### config.mk
export PLATFORM = sky130hd
export DESIGN_NAME = vu_bar_pixelgen
export DESIGN_NICKNAME = d
export VERILOG_FILES = /design/src/rtl/vu_pkg.sv /design/src/rtl/vu_peak_hold.sv /design/src/rtl/vu_bar_pixelgen.sv
export SDC_FILE = /design/constraint.sdc
export NUM_CORES = 1
export LEC_CHECK = 0
export ABC_CLOCK_PERIOD_IN_PS = 8300
export CAP_MARGIN = 20
export CORE_UTILIZATION = 45
export CTS_CLUSTER_SIZE = 12
export DETAILED_ROUTE_END_ITERATION = 7
export PLACE_DENSITY_LB_ADDON = 0.1
export SKIP_CTS_REPAIR_TIMING = 1
export SYNTH_ARGS = -nofsm -noshare
export SYNTH_HDL_FRONTEND = slang
export SYNTH_SLANG_ARGS = --single-unit
### constraint.sdc
create_clock -name clk -period 8.3 [get_ports clk]
set_input_delay 2.075 -clock clk [delete_from_list [all_inputs] [get_ports clk]]
set_output_delay 2.075 -clock clk [all_outputs]
set_load 0.01 [all_outputs]
### src/rtl/vu_pkg.sv
// vu_pkg: shared colour constants and active display size for the VU bar renderer.
package vu_pkg;
    typedef struct packed {
        logic [2:0] r;
        logic [2:0] g;
        logic [1:0] b;
    } rgb_t;

    localparam rgb_t BLACK  = '{r: 3'b000, g: 3'b000, b: 2'b00};
    localparam rgb_t GREEN  = '{r: 3'b000, g: 3'b111, b: 2'b00};
    localparam rgb_t YELLOW = '{r: 3'b111, g: 3'b111, b: 2'b00};
    localparam rgb_t RED    = '{r: 3'b111, g: 3'b000, b: 2'b00};
    localparam rgb_t WHITE  = '{r: 3'b111, g: 3'b111, b: 2'b11};

    localparam int H_ACT = 640;
    localparam int V_ACT = 480;
endpackage

### src/rtl/vu_peak_hold.sv
// vu_peak_hold: one meter channel; shadow level, frame-latched level and decaying peak marker.
module vu_peak_hold #(
    parameter int LVL_W   = 6,
    parameter int HOLD_FR = 30,
    parameter int DECAY   = 1
) (
    input  logic             clk,
    input  logic             rst,
    input  logic             frame_start,
    input  logic             wr,
    input  logic [LVL_W-1:0] wr_data,
    output logic [LVL_W-1:0] level,
    output logic [LVL_W-1:0] peak
);
    localparam int HW = $clog2(HOLD_FR + 2);

    logic [LVL_W-1:0] shadow, nxt, dec;
    logic [HW-1:0]    hold;

    // a write coinciding with frame_start is shown in the frame it starts
    assign nxt = wr ? wr_data : shadow;
    assign dec = peak >= LVL_W'(DECAY) ? peak - LVL_W'(DECAY) : '0;

    always_ff @(posedge clk or posedge rst) begin
        if (rst) begin
            shadow <= '0;
            level  <= '0;
            peak   <= '0;
            hold   <= '0;
        end else begin
            if (wr)
                shadow <= wr_data;
            if (frame_start) begin
                level <= nxt;
                if (nxt >= peak) begin
                    peak <= nxt;
                    hold <= HW'(HOLD_FR);
                end else if (hold != '0)
                    hold <= hold - HW'(1);
                else
                    peak <= dec > nxt ? dec : nxt;
            end
        end
    end
endmodule

### src/rtl/vu_bar_pixelgen.sv
// vu_bar_pixelgen: renders NCH horizontal VU bars with zone colours and peak-hold markers.
module vu_bar_pixelgen #(
    parameter int NCH     = 2,
    parameter int LVL_W   = 6,
    parameter int HSH     = 3,
    parameter int BAND_H  = 240,
    parameter int GRN_END = 320,
    parameter int YEL_END = 480,
    parameter int HOLD_FR = 30,
    parameter int DECAY   = 1
) (
    input  logic             clk,
    input  logic             rst,
    input  logic             en,
    input  logic [9:0]       hc,
    input  logic [8:0]       vc,
    input  logic             frame_start,
    input  logic             lvl_valid,
    input  logic [2:0]       lvl_ch,
    input  logic [LVL_W-1:0] lvl_data,
    output logic [2:0]       RED,
    output logic [2:0]       GREEN,
    output logic [1:0]       BLUE
);
    import vu_pkg::*;

    logic [3:0]       band, band_n;
    logic [8:0]       line, line_n;
    logic             sync, sync_n;
    logic [LVL_W-1:0] lvl_a [NCH];
    logic [LVL_W-1:0] pk_a [NCH];
    logic [LVL_W-1:0] lvl, pk;
    logic [9:0]       col;
    rgb_t             zone, pix;

    // band position applies from the hc==0 pixel onward; nothing renders until the first frame top
    always_comb begin
        sync_n = sync | (hc == 10'd0 && vc == 9'd0);
        band_n = band;
        line_n = line;
        if (hc == 10'd0) begin
            if (vc == 9'd0) begin
                band_n = '0;
                line_n = '0;
            end else if (line == 9'(BAND_H - 1)) begin
                line_n = '0;
                band_n = &band ? band : band + 4'd1;
            end else
                line_n = line + 9'd1;
        end
    end

    genvar g;
    generate
        for (g = 0; g < NCH; g++) begin : g_ch
            vu_peak_hold #(.LVL_W(LVL_W), .HOLD_FR(HOLD_FR), .DECAY(DECAY)) u_ph (
                .clk(clk),
                .rst(rst),
                .frame_start(frame_start),
                .wr(lvl_valid && lvl_ch == 3'(g)),
                .wr_data(lvl_data),
                .level(lvl_a[g]),
                .peak(pk_a[g])
            );
        end
    endgenerate

    always_comb begin
        lvl = '0;
        pk  = '0;
        for (int i = 0; i < NCH; i++)
            if (band_n == 4'(i)) begin
                lvl = lvl_a[i];
                pk  = pk_a[i];
            end
    end

    assign col  = hc >> HSH;
    assign zone = hc < 10'(GRN_END) ? vu_pkg::GREEN : hc < 10'(YEL_END) ? vu_pkg::YELLOW : vu_pkg::RED;
    assign pix  = (!en || !sync_n || band_n >= 4'(NCH) || hc >= 10'(H_ACT)) ? BLACK :
                  (pk != '0 && col == 10'(pk)) ? WHITE :
                  col < 10'(lvl) ? zone : BLACK;

    always_ff @(posedge clk or posedge rst) begin
        if (rst) begin
            band <= '0;
            line <= '0;
            sync <= 1'b0;
            {RED, GREEN, BLUE} <= '0;
        end else begin
            band <= band_n;
            line <= line_n;
            sync <= sync_n;
            {RED, GREEN, BLUE} <= pix;
        end
    end
endmodule

==> reports/metrics.yaml <==
clock_tree:
  clock_path_buffers: 2
  cts.clk_slew.worst_paths_ns: 0.08
  h-tree-depth: 3
  cts_tree: "done"
  cts-root-buf: "clkbuf_8"
  clk_latency_ns: 0.35
  cts_sinks: 63
  cts_made_buffers: 9
pwr:
  ir_drop_mv: 0.165
  leakage_uw: 0.00232
  p_per_area_mw_per_mm2: 291
sta:
  worst_slew_pin_slew_ns: 1.09
  finalSetupViolations: 0
  hold_viol: 0
  fin_ws_ns: 2.28
  post-route-period-util_pct: 72.6
  fin_crit_ns: 6.02
  fin_skew_ns: 0.00992
  fin_tns_setup_ns: 0
  slew_headroom_pct: 27.2
  slew_viol_final: 0
  rsz0062_at_grt: "false"
  fmax_mhz: 166
critical_path:
  crit_path_end: "GREEN[1]$_DFF_PP0_"
  cp_max_fo: 13
  r2r_start: "band[0]$_DFF_PP0_"
  reg2reg_slack_ns: 4.27
  r2r_cells: 14
  critical_path.endpoint_type: "flip-flop"
  cp-startpoint: "hc[5]"
  arrival_ns: 6.30
  cp-start-kind: "input port"
  worst_r2r_endpoint: "GREEN[1]$_DFF_PP0_"
  crit_required_ns: 8.58
  crit_type: "in -> reg"
floorplan:
  row_count: 36
  die_area_mm2: 0.0106
  die_h_um: 103
  die_w_um: 103
  ios: 41
  start_util_pct: 46.9
  core_mm2: 0.00982
route:
  vias: 4158
  wl_per_cell_um: 17.1
  drcViolationCount: 0
  ant_nets: 0
  drt-initial-drc-count: 171
  dr.pass1.iters: 5
  vias_per_cell: 5.94
  routed_wl_um: 11900
finish:
  diodes: 0
  nFillCells: 931
  nNetsFinal: 634
  area_delta_synth_final_pct: 14.8
  drive_above_1_share_pct: 6.35
  fin_util_pct: 53.8
outcome:
  status: "complete, no violations"
synthesis:
  synth_edf_count: 0
  synth_area_leaders: "dfrtp_1 (34%), ha_1 (11%), a21oi_1 (4.9%)"
  syn_area_mm2: 0.00460
  yosysSeqAreaShare_pct: 34.3
  synth_top_area_share_pct: 34.3
  synth_flop_cell: "dfrtp_1"
  postSynthNetCount: 607
  netlist_instances: 535
  synthArstFlopShare_pct: 100
  synthDistinctLibCells: 61
  yosysWarnings: 0
  yosysMostFrequentCell: "dfrtp_1"
  syn_area_per_cell_um2: 8.60
  synth-seq-cells: 63
  synth_commonest_cells: "dfrtp_1 (63), a21oi_1 (45), nand2_1 (40), ha_1 (39), nor2_1 (39)"
  yosys.area.top_type: "dfrtp_1"
global_routing:
  grt_first_pass_wirelength_um: 19500
  grt_max_degree: 64
  antenna_found_initial: 0
  overflow: 0
  grt_pass1_vias: 3856
  grt_use_total_pct: 24.2
job:
  max_cap_violations: 0
place:
  hpwl_um: 8770
  pre_cts_slack_ns: 1.99
  gp_congestion: 0.860
  io_buffers: 40
worst_hold_path:
  hold_class: "reg -> reg"
-- worst min path at each step --
stage	startpoint	end	slack, ns	cells after the start
detailed placement	line[8]$_DFFE_PP0N_	line[8]$_DFFE_PP0N_	0.47	1
global placement	line[8]$_DFFE_PP0N_	line[8]$_DFFE_PP0N_	0.48	1
finish	line[8]$_DFFE_PP0N_	line[8]$_DFFE_PP0N_	0.49	1
CTS	line[8]$_DFFE_PP0N_	line[8]$_DFFE_PP0N_	0.49	1
floorplan	line[8]$_DFFE_PP0N_	line[8]$_DFFE_PP0N_	0.45	1
global route	line[5]$_DFFE_PP0N_	line[5]$_DFFE_PP0N_	0.53	1
-- logic make-up (layout without fill, tap and decap cells) --
group	after synthesis	after routing	synth area share, %
AND/OR/NAND/NOR	180	180	20.2
AO/OA/AOI/OAI	154	154	21.7
buffers and inverters	65	97	6.06
flip-flops	63	63	34.3
adder cells (fa/ha/maj)	39	39	10.6
multiplexers	22	22	4.90
XOR/XNOR	12	12	2.28
-- flip-flops by register name, indices dropped and copies added (netlist names) --
name	count
band	4
sync	1
g_ch.u_ph.hold	10
line	9
RED	1
g_ch.u_ph.peak	12
g_ch.u_ph.shadow	12
BLUE	1
g_ch.u_ph.level	12
GREEN	1
-- cell type report --
type	count	area (um2)	share of cell area [%]
repair buffers	43	423	8.01
clock inverters	5	81.3	1.54
well taps	133	166	3.15
inverters	38	143	2.70
clock buffers	11	141	2.68
multi-input cells	407	2750	52.1
flip-flops and latches	63	1580	29.8
-- cells in the final DEF (no fill, tap or decap), types with 18 or more instances in the layout --
cell / n
nor2_1: 39
nand3_1: 22
inv_1: 36
o21ai_0: 35
nand2_1: 40
ha_1: 39
mux2i_1: 18
a21oi_1: 45
clkdlybuf4s50_1: 40
dfrtp_1: 63
-- routing by layer --
| metal | vias to the layer above | wire [um] | global-route usage, % |
|---|---|---|---|
| met5 | - | 0 | 0 |
| li1 | 2012 | - | - |
| met4 | 0 | 212 | 8.23 |
| met3 | 21 | 651 | 3.12 |
| met1 | 1976 | 5760 | 34.4 |
| met2 | 149 | 5310 | 37.8 |
-- per-stage QoR --
step	hold WS [ns]	instance area, um2	std cells	power (uW)
floorplan	0.446	4600	535	1020
global placement	0.476	5060	684	1200
detailed placement	0.474	5060	684	1220
CTS	0.495	5280	700	1540
global route	0.533	5280	700	1670
finish	0.493	5280	700	1540
-- worst max-delay path: stages --
cell and delay (ns):
clkdlybuf4s50_1 0.56, nor4_1 0.30, nand4_1 0.57, buf_4 0.41
a21oi_1 0.36, nor2_2 0.21, mux2i_1 0.21, or2_2 0.31
ha_1 0.29, a21o_1 0.16, a221oi_1 0.23, nand3_1 0.13
nor4_1 0.17, a21oi_1 0.13, o21ai_0 0.15
-- where the power goes --
group          switching (uW)  leakage (uW)  total, uW  internal [uW]
clock                     137      0.000110        315            178
combinational             445       0.00146        767            323
sequential               73.0      0.000750        456            383
total                     655       0.00232       1540            884
Note: power is estimated with default switching activity, not from simulation.
